### src/rtl/fetch_unit.sv
// Instruction fetch stage: owns the PC, issues word fetches over a req/ack
// port and hands each word plus its PC to decode through a one-entry buffer.
// Redirects restart fetch; misaligned targets surface as a fault word.
module fetch_unit #(
  parameter logic [31:0] RESET_PC = 32'h0000_0000
) (
  input  logic        clk,
  input  logic        rst_n,
  output logic        imem_req,
  output logic [31:0] imem_addr,
  input  logic        imem_ack,
  input  logic [31:0] imem_rdata,
  input  logic        redirect_valid,
  input  logic [31:0] redirect_pc,
  output logic        out_valid,
  input  logic        out_ready,
  output logic [31:0] out_inst,
  output logic [31:0] out_pc,
  output logic        out_fault,
  output logic [31:0] fetch_cnt
);

  typedef enum logic [2:0] {
    S_IDLE, S_FETCH, S_DRAIN, S_VALID, S_FAULT, S_HALT
  } state_e;

  state_e      state_q, state_d;
  logic [31:0] pc_q, pc_d;
  logic [31:0] pc_next_q, pc_next_d;
  logic [31:0] out_inst_q, out_inst_d;
  logic [31:0] out_pc_q, out_pc_d;
  logic        out_fault_q, out_fault_d;
  logic        out_valid_q, out_valid_d;
  logic [31:0] fetch_cnt_q, fetch_cnt_d;
  logic        imem_req_q, imem_req_d;

  logic        take_redir;
  logic [31:0] redir_tgt;

  // Next-state and datapath: per-state handling, then a shared redirect rule.
  always_comb begin
    state_d     = state_q;
    pc_d        = pc_q;
    pc_next_d   = pc_next_q;
    out_inst_d  = out_inst_q;
    out_pc_d    = out_pc_q;
    out_fault_d = out_fault_q;
    out_valid_d = out_valid_q;
    fetch_cnt_d = fetch_cnt_q;
    take_redir  = 1'b0;
    redir_tgt   = redirect_pc;

    case (state_q)
      S_IDLE: begin
        if (redirect_valid) take_redir = 1'b1;
        else                state_d    = S_FETCH;
      end
      S_FETCH: begin
        if (imem_ack) begin
          // Data returned alongside a redirect is stale and is dropped.
          if (redirect_valid) begin
            take_redir = 1'b1;
          end else begin
            out_inst_d  = imem_rdata;
            out_pc_d    = pc_q;
            out_fault_d = 1'b0;
            out_valid_d = 1'b1;
            pc_d        = pc_q + 32'd4;
            state_d     = S_VALID;
          end
        end else if (redirect_valid) begin
          // Request already on the bus: keep the address until it is acked.
          pc_next_d = redirect_pc;
          state_d   = S_DRAIN;
        end
      end
      S_DRAIN: begin
        // Latest redirect wins, including one arriving with the ack.
        redir_tgt = redirect_valid ? redirect_pc : pc_next_q;
        pc_next_d = redir_tgt;
        if (imem_ack) take_redir = 1'b1;
      end
      S_VALID: begin
        if (redirect_valid) begin
          take_redir = 1'b1;
        end else if (out_ready) begin
          out_valid_d = 1'b0;
          fetch_cnt_d = fetch_cnt_q + 32'd1;
          state_d     = S_FETCH;
        end
      end
      S_FAULT: begin
        if (redirect_valid) begin
          take_redir = 1'b1;
        end else if (out_ready) begin
          out_valid_d = 1'b0;
          state_d     = S_HALT;
        end
      end
      S_HALT: begin
        if (redirect_valid) take_redir = 1'b1;
      end
      default: state_d = S_IDLE;
    endcase

    if (take_redir) begin
      pc_d        = redir_tgt;
      out_valid_d = 1'b0;
      out_fault_d = 1'b0;
      state_d     = S_FETCH;
      if (redir_tgt[1:0] != 2'b00) begin
        out_valid_d = 1'b1;
        out_fault_d = 1'b1;
        out_inst_d  = 32'h0;
        out_pc_d    = redir_tgt;
        state_d     = S_FAULT;
      end
    end

    imem_req_d = (state_d == S_FETCH) || (state_d == S_DRAIN);
  end

  // State registers, async active-low reset.
  always_ff @(posedge clk or negedge rst_n) begin
    if (!rst_n) begin
      state_q     <= S_IDLE;
      pc_q        <= RESET_PC;
      pc_next_q   <= RESET_PC;
      out_inst_q  <= 32'h0;
      out_pc_q    <= RESET_PC;
      out_fault_q <= 1'b0;
      out_valid_q <= 1'b0;
      fetch_cnt_q <= 32'h0;
      imem_req_q  <= 1'b0;
    end else begin
      state_q     <= state_d;
      pc_q        <= pc_d;
      pc_next_q   <= pc_next_d;
      out_inst_q  <= out_inst_d;
      out_pc_q    <= out_pc_d;
      out_fault_q <= out_fault_d;
      out_valid_q <= out_valid_d;
      fetch_cnt_q <= fetch_cnt_d;
      imem_req_q  <= imem_req_d;
    end
  end

  assign imem_req  = imem_req_q;
  assign imem_addr = pc_q;
  assign out_valid = out_valid_q;
  assign out_inst  = out_inst_q;
  assign out_pc    = out_pc_q;
  assign out_fault = out_fault_q;
  assign fetch_cnt = fetch_cnt_q;

endmodule
### config.mk
export PLATFORM = sky130hd
export DESIGN_NAME = fetch_unit
export DESIGN_NICKNAME = d
export VERILOG_FILES = /design/src/rtl/fetch_unit.sv
export SDC_FILE = /design/constraint.sdc
export NUM_CORES = 1
export LEC_CHECK = 0
export BUFFER_PORTS_ARGS = -buffer_cell sky130_fd_sc_hd__buf_2
export CAP_MARGIN = 20
export CORE_MARGIN = 2
export CORE_UTILIZATION = 50
export CTS_BUF_LIST = sky130_fd_sc_hd__clkbuf_8 sky130_fd_sc_hd__clkbuf_16
export DETAILED_ROUTE_END_ITERATION = 6
export PLACE_DENSITY = 0.82
export SLEW_MARGIN = 20
export SYNTH_ARGS = -nofsm -noshare
export SYNTH_HDL_FRONTEND = slang
export SYNTH_SLANG_ARGS = --single-unit
### constraint.sdc
create_clock -name clk -period 2.1 [get_ports clk]
set_input_delay 0.42 -clock clk [delete_from_list [all_inputs] [get_ports clk]]
set_output_delay 0.42 -clock clk [all_outputs]
set_load 0.01 [all_outputs]
-- Word level (Yosys, flattened, before mapping)
Cells that the tools add are included.
Widths: inputs -> output; s select.
- register bits after elaboration: 166
- input port bits: 69
- output and inout port bits: 131
- logic and storage cells: 83
- add/subtract/negate cells: 2
- equality and inequality tests: 13
- muxes and demuxes: 44
- bitwise logic cells: 1
- reductions and logical operators: 14
- operators with widths (operator ; count):
    $mux 32 ; 17
    $pmux 32 s2 ; 1
    $add 32x1->32 const B ; 1
    $add 32x3->32 const B ; 1
    $mux 3 ; 10
    $pmux 3 s5 ; 1
    $mux 1 ; 13
    $eq 3x2->1 const B ; 3
    $reduce_bool 2->1 ; 4
    $eq 3x1->1 const B ; 2
    $eq 3x3->1 const B ; 2
    $ne 3x3->1 const B ; 2
    $reduce_and 3->1 ; 2
    $reduce_and 5->1 ; 1
    $reduce_or 2->1 ; 2
    $reduce_or 4->1 ; 1
    $logic_not 3->1 ; 1
    $ne 3x1->1 const B ; 1
    $ne 3x2->1 const B ; 1
    $pmux 1 s3 ; 1
    $reduce_bool 3->1 ; 1
    $ne 2x1->1 const B ; 1
    $ne 2x2->1 const B ; 1
    $pmux 1 s2 ; 1
    other kinds (3) ; 3

-- Depth between registers and ports, before layout
Gate-level depths: netlist of run 1.
- depth in word-level cells: 7
- depth in mapped cells: 8
- depth with buffers taken out: 6

-- Least setup slack after synthesis of run 1
No wires, ideal clock.
- path kind: input -> register
- from: input port redirect_valid
- to: register pc_q[28], in the netlist imem_addr[28]
- library setup time: 124 ps
- arrival: 1929 ps
- data required time: 1976 ps
- setup slack: 47 ps
- stages: 6
- buffers on the path: 2
- path through: buf_4 > nor4b_4 > buf_2 > mux2_2 > a22oi_1 > nand2_1
- word-level cells in the longest chain between the ends: 5
- elaborated cells on any way between the ends: 10
- those cells by class: 1 x eq/ne; 6 x mux; 3 x reduce/logical
- RTL lines (item ; RTL line ; source):
    from (decl) ; 13 ; input logic redirect_valid,
    $mux 1 ; -- ;
    $mux 1 ; 59 ; if (imem_ack) begin
    $pmux 1 s3 ; 53 ; case (state_q)
    $ne 2x1->1 (no source line) or $reduce_bool 2->1 (tied branches) ; -- ;
    $reduce_and 3->1 (no source line) ; -- ;
    to (signal assigned) ; 137 ; pc_q <= pc_d;
    to (decl) ; 28 ; logic [31:0] pc_q, pc_d;
Several ways; a longest one is shown, not always the timed one.
A chain may end at the register's enable or synchronous reset.

-- Worst setup path in the final report of run 1
- from: register pc_q[2], in the netlist imem_addr[2]
- to: register pc_q[30], in the netlist imem_addr[30]
- word-level cells in the longest chain between the ends: 5
- RTL lines (item ; RTL line ; source):
    $add 32x3->32 ; 68 ; pc_d = pc_q + 32'd4;
    $mux 32 ; 61 ; if (redirect_valid) begin
    $mux 32 ; 59 ;
    $mux 32 ; 53 ;
    $mux 32 ; 106 ; if (take_redir) begin
No other way between the ends. The select of a mux whose other input is x is not followed.

==> metrics.cfg, run 1 <==
[run_status]
status=finished with violations
violations=hold timing

[placement]
pre_cts_ws_ps=68.9
place_congestion=0.942
port_buffers=199
dp_hpwl_um=15800
place_inst=1254

[routing]
routedWlPerCell_um=17.1
dr.pass1.iters=5
vias_per_cell=5.60
drc=0
ant_nets=0
drt-initial-drc-count=578
wirelength_um=22100
route.vias.total=7236

[die]
core_um2=15900
die_x_um=132
num_rows=46
start_util_pct=51.2
io_pins=200
die_h_um=132
fp.dieArea_um2=17400

[synthesis]
ys_ff_latch=166
synth_cells=814
yosys_warnings=0
synth_edf_count=0
synthesis.nets=885
seq_area_frac_synth_pct=50.9
ys_types=61
syn_area_um2=8160
syn_avg_cell_area_um2=10.0
async_flop_share_pct=100
synthFlopType=dfrtp_1

[setup_path]
end_kind=flip-flop
cp-start-kind=flip-flop
path_cells=ha_1 -> nand3_1 -> nor2_1 -> nand3_1 -> or4_1 -> o211ai_1
critPathSlowestCell=or4_1
r2r-end=imem_addr[30]
cp-startpoint=imem_addr[2]
crit_type=flip-flop to flip-flop
cp_data_required_time_ps=2450
cp.arrival_ps=2330
timing.rr.start=imem_addr[2]
rrSetupSlack_ps=120
slowest_delay_ps=490
crit_buf_inv=0
cp_top_family=simple AND/OR/NAND/NOR gates
r2r.worst_path.cells=6
crit_top_cell=nand3_1
worst-path-max-fanout=6

[final_layout]
fin_cells=1291
syn_to_final_growth_pct=29.1
finalNetCount=1132
nFillCells=1225
multi_input_area_um2=3760
regArea_um2=4160
final_layout_size_suffix_gt1_share_pct=35.4

[timing]
clock_skew_ps=18.3
tightestPinTransition_ps=645
fin_setup_tns_ps=0
layout_min_cycle_time_ps=1980
fmax_mhz=504
report.final.slew_viol_count=0
rsz0062_at_grt=no
relSlewSlack_pct=57.0
whs_ps=-36.6
fin_crit_sh_pct=94.4
hold_violations=14
setup_viol=0
setup_slack_ps=117

[power]
power_uw=13900
ir_drop_mv=0.632
cellPowerDensity_nw_per_um2=1320
p_leak_uw=0.00506

[global_route]
track_usage_pct=25.8
gr-total-overflow=0
grt_antenna_before_repair=1
grt_pass1_vias=7213
grt_max_degree=64
grt_first_pass_wirelength_um=36200

[clock_network]
cts.root.buffer_cell=clkbuf_16
ctsLongestPathBuffers=2
htree_levels=4
cts.sinks=166
cts_tree=done
clock_latency_ps=430
hold_buffers=0
cts_made_buffers=17
cts.clk_slew.worst_paths_ps=60

[flow_run]
maxCapViolCount=0

[min_path]
hold_class=input pin to async pin

==> state kept, by name, indices dropped and copies added, names as in the netlist <==
name       count
state_q        3
pc_next_q     32
imem_addr     32
out_fault      1
imem_req       1
out_inst      32
fetch_cnt     32
out_valid      1
out_pc        32
==> per-layer routing <==
| layer | wire length (um) | vias to the layer above | global-route usage, % |
|---|---|---|---|
| met4 | 610 | 0 | 10.1 |
| met5 | 0 | - | 0 |
| met2 | 10900 | 295 | 43.0 |
| li1 | - | 3353 | - |
| met3 | 1570 | 53 | 5.46 |
| met1 | 9010 | 3535 | 33.2 |
==> metrics by stage <==
step           hold slack, ps  area, um2  util (%)
6_report                -36.6      10500      66.1
3_3_place_gp              450       9880      62.0
4_1_cts                  6.00      10500      65.8
5_1_grt                  21.3      10500      66.1
3_5_place_dp              464       9880      62.0
2_1_floorplan             124       8160         -
==> how the worst max path moves through the flow <==
stage,to,cells past startpoint
after CTS,imem_addr[25],7
after floorplan,imem_addr[28],6
after global placement,imem_addr[24],7
final,imem_addr[30],6
after detailed placement,out_pc[7],8
after global routing,imem_addr[15],7
==> kinds of logic (layout without fill, tap and decap cells) <==
logic type	count (synthesis)	after routing	synth area share [%]
simple gates	336	336	20.0
mux	81	81	10.7
fa+ha+maj	2	2	0.307
buf+inv	59	319	3.65
flops	166	166	50.9
compound gates	127	127	9.81
other cells	0	1	0
xor+xnor	43	43	4.61
==> what timing repair did <==
| action | in CTS | in global routing |
|---|---|---|
| setup buffers | 0 | 4 |
| setup endpoints to repair | 0 | 31 |
| resized for setup | 0 | 5 |
==> layout by cell type, fill, tap and decap left out, types with 17 or more instances in the layout <==
cell,count
nand3_1,24
o21ai_0,20
nand4_1,17
nor2_1,46
clkbuf_16,17
mux2_2,45
nor3_1,19
xor2_1,22
mux2i_1,32
dfrtp_1,164
buf_4,68
nand2_1,165
a21oi_1,56
and3_1,22
buf_2,198
xnor2_1,21
==> synthesized netlist by cell type (3+ instances only) <==
| master | instances | area share [%] |
|---|---|---|
| o21ai_1 | 3 | 0.18 |
| and4_1 | 3 | 0.32 |
| and2_1 | 3 | 0.23 |
| a21o_1 | 4 | 0.37 |
| nand3_1 | 25 | 1.5 |
| nor3_1 | 20 | 1.2 |
| dfrtp_1 | 166 | 51 |
| o22ai_1 | 3 | 0.23 |
| xor2_1 | 22 | 2.4 |
| nor2_1 | 46 | 2.1 |
| inv_1 | 10 | 0.46 |
| mux2_1 | 4 | 0.55 |
| xnor2_1 | 21 | 2.3 |
| mux2_2 | 45 | 6.2 |
| buf_2 | 23 | 1.4 |
| buf_6 | 4 | 0.55 |
| and3_1 | 23 | 1.8 |
| buf_1 | 3 | 0.14 |
| o21ai_0 | 20 | 1.2 |
| o311ai_0 | 4 | 0.43 |
| a21oi_1 | 56 | 3.4 |
| a31oi_1 | 15 | 1.1 |
| nand4_1 | 17 | 1.3 |
| nor2b_1 | 5 | 0.38 |
| nor4_1 | 7 | 0.54 |
| mux2i_1 | 32 | 3.9 |
| nand2_1 | 165 | 7.6 |
| clkbuf_1 | 16 | 0.74 |
| a221o_1 | 4 | 0.49 |
| nand2b_1 | 3 | 0.23 |
==> where the power goes <==
part,internal [uW],switching [uW]
sequential,4360,795
clock,1860,1330
combinational,2540,3020
total,8770,5140
==> worst register-to-register path: cells and delay by family (launching register included) <==
| family | cells | cell delay [ps] |
|---|---|---|
| compound gates | 1 | 90 |
| fa+ha+maj | 1 | 240 |
| flops | 1 | 390 |
| simple gates | 4 | 1180 |
==> cell type report <==
type | instances | share of cell area (%)
timing repair buffer | 277 | 16.2
sequential | 166 | 39.5
clock buffer | 20 | 4.43
inverter | 10 | 0.356
antenna | 1 | 0.0238
multi-input combinational | 589 | 35.7
tap | 216 | 2.57
clock inverter | 12 | 1.33
(Power assumes the default switching activity.)
==> run 2: changes to the inputs <==
--- a/config.mk
+++ b/config.mk
@@ -5,13 +5,14 @@
 export SDC_FILE = /design/constraint.sdc
 export NUM_CORES = 1
 export LEC_CHECK = 0
+export ABC_AREA = 1
 export BUFFER_PORTS_ARGS = -buffer_cell sky130_fd_sc_hd__buf_2
 export CAP_MARGIN = 20
 export CORE_MARGIN = 2
-export CORE_UTILIZATION = 50
+export CORE_UTILIZATION = 46
 export CTS_BUF_LIST = sky130_fd_sc_hd__clkbuf_8 sky130_fd_sc_hd__clkbuf_16
 export DETAILED_ROUTE_END_ITERATION = 6
-export PLACE_DENSITY = 0.82
+export PLACE_DENSITY = 0.76
 export SLEW_MARGIN = 20
 export SYNTH_ARGS = -nofsm -noshare
 export SYNTH_HDL_FRONTEND = slang
==> metrics.cfg, run 2 <==
[run_status]
status=finished, final reports clean

[setup_path]
cp-start-kind=flip-flop
r2r-end=imem_addr[19]
crit_buf_inv=4
timing.rr.start=state_q[2]
critPathSlowestCell=dfrtp_1
cp.arrival_ps=2250
crit_type=flip-flop to flip-flop
rrSetupSlack_ps=160
cp_data_required_time_ps=2410
end_kind=flip-flop
cp_top_family=buffers and inverters
path_cells=inv_2 -> nand2_2 -> nor2_2 -> nand2_2 -> inv_2 -> nor2_4 -> buf_12 -> buf_12 -> a22oi_1 -> nand2_1
slowest_delay_ps=440
r2r.worst_path.cells=10
worst-path-max-fanout=15

[final_layout]
finalNetCount=1563
layout_commonest_cell=nand2_1
fin_util_pct=57.5
final_layout_size_suffix_gt1_share_pct=18.4
layout_common_cells=nand2_1, buf_2, dfrtp_1
diodes=0
syn_to_final_growth_pct=22.2

[routing]
route.vias.total=9166
drt-initial-drc-count=656
routedWlPerCell_um=14.7
drc=0
wirelength_um=26100
dr.pass1.iters=5
vias_per_cell=5.18
ant_nets=0

[timing]
hold_violations=0
report.final.slew_viol_count=0
fmax_mhz=514
clock_skew_ps=13.0
layout_min_cycle_time_ps=1940
fin_setup_tns_ps=0
fin_crit_sh_pct=92.6
tightestPinTransition_ps=575
relSlewSlack_pct=61.5
setup_slack_ps=156
rsz0062_at_grt=no
setup_viol=0

[flow_run]
maxCapViolCount=0

[synthesis]
syn_area_um2=9180
synth_xor_area_share_pct=2.77
synth_edf_count=0
ys_types=34
async_flop_share_pct=100
synth_cells=1300
netlist_top_cells_count=nand2_1, dfrtp_1, nor2_1
yosys_warnings=0
seq_area_frac_synth_pct=45.2
synth_area_leader_cell=dfrtp_1
synth_compound_area_share_pct=10.5
ys_ff_latch=166
synthFlopType=dfrtp_1
synth_top_family_by_area=simple AND/OR/NAND/NOR gates
yosysMostFrequentCell=nand2_1
synthSimpleGateAreaFrac_pct=33.9
syn_avg_cell_area_um2=7.06
synth_top_area_share_pct=45.2
synthTopCellsByArea=dfrtp_1, nand2_1, nor2_1, o21ai_0, inv_1
synthesis.nets=1371
synth_mux_area_share_pct=0
synth_fa_ha_area_share_pct=0.273

[global_route]
grtUsageMet2_pct=39.9
grt_use_met1_pct=33.8
track_usage_pct=24.9
grt_max_degree=71
gr-total-overflow=0
grt.busiest_layer=met2
grt_first_pass_wirelength_um=43000
grt_antenna_before_repair=0
grt_pass1_vias=8689
use_met3_pct=4.50

[die]
num_rows=51
die_x_um=145
io_pins=200
start_util_pct=47.0
core_um2=19500
fp.dieArea_um2=21100
die_h_um=145

[clock_network]
cts_tree=done
htree_levels=4
cts.clk_slew.worst_paths_ps=70
cts.sinks=166
ctsLongestPathBuffers=2
cts_made_buffers=17
clock_latency_ps=430
cts.root.buffer_cell=clkbuf_16

[power]
ir_drop_mv=0.664
p_leak_uw=0.00568
cellPowerDensity_nw_per_um2=1220

[min_path]
hold_path_depth=3
min_from=imem_rdata[13]
whs_endpoint=out_inst[13]
hold_class=input pin to flip-flop

[placement]
port_buffers=199
place_congestion=0.922
dp_hpwl_um=18800
pre_cts_ws_ps=47.3

==> run 2: cell count changes in the layout (fill, tap and decap cells not counted), moves of 14 or more <==
cell / previous run / this run
a21oi_1: 56 / 39
a31oi_1: 15 / 29
and3_1: 22 / 0
buf_4: 68 / 16
inv_1: 10 / 97
mux2_2: 45 / 0
mux2i_1: 32 / 0
nand2_1: 165 / 546
nand3_1: 24 / 55
nor2_1: 46 / 122
o21ai_0: 20 / 86
==> run 2: metrics by stage <==
step           hold slack, ps  std cells  area, um2  power (uW)
5_1_grt                   226       1770      11200       14700
3_3_place_gp              372       1734      10500       10200
2_1_floorplan             124       1300       9180        8260
3_5_place_dp              371       1734      10500       10300
4_1_cts                   220       1767      11200       13700
6_report                  235       1770      11200       13700
==> run 2: worst max path at each step <==
stage                     slack (ps)  cells past startpoint       endpoint           start
after floorplan                  480                     10  imem_addr[16]    imem_addr[3]
after detailed placement          50                     11  fetch_cnt[13]  redirect_valid
final                            160                     10  imem_addr[19]      state_q[2]
after CTS                        120                      8     out_pc[17]      state_q[1]
after global placement           150                     11  fetch_cnt[13]  redirect_valid
after global routing              30                     10  imem_addr[16]    imem_addr[2]
==> run 2: cell families (layout without fill, tap and decap cells) <==
family	Yosys count	in the layout
AO/OA/AOI/OAI	176	176
XOR/XNOR	29	29
adder cells (fa/ha/maj)	2	2
buffers and inverters	155	360
flip-flops	166	166
AND/OR/NAND/NOR	772	772
==> run 2: routing by layer <==
metal	vias to the layer above	part of all wire, %
met3	54	7.5
met4	0	3.0
met5	-	0
met1	4269	43
met2	340	47
li1	4503	-
==> run 2: repair_timing <==
item / in CTS / in global routing
buffers inserted: 0 / 3
setup endpoints to repair: 0 / 20
hold buffers: 1 / 0
resized for setup: 0 / 5
endpoints found under the hold margin: 37 / 0
==> run 2: power breakdown <==
part,total (uW),leakage (uW),switching [uW],internal (uW)
clock,3300,0.000311,1300,2000
sequential,5260,0.00207,961,4300
combinational,5170,0.00329,3220,1950
==> run 2: area by class of cell <==
class | instances | area [um2]
fill | 1814 | 8300
multi-input combinational | 979 | 4380
sequential | 166 | 4150
timing repair buffer | 227 | 1350
clock buffer | 21 | 480
inverter | 101 | 379
tap | 265 | 332
clock inverter | 11 | 146
==> run 2: tightest hold or removal path, cell delays in order <==
cell,delay [ps]
buf_2,90
nand2_1,50
a21oi_1,60
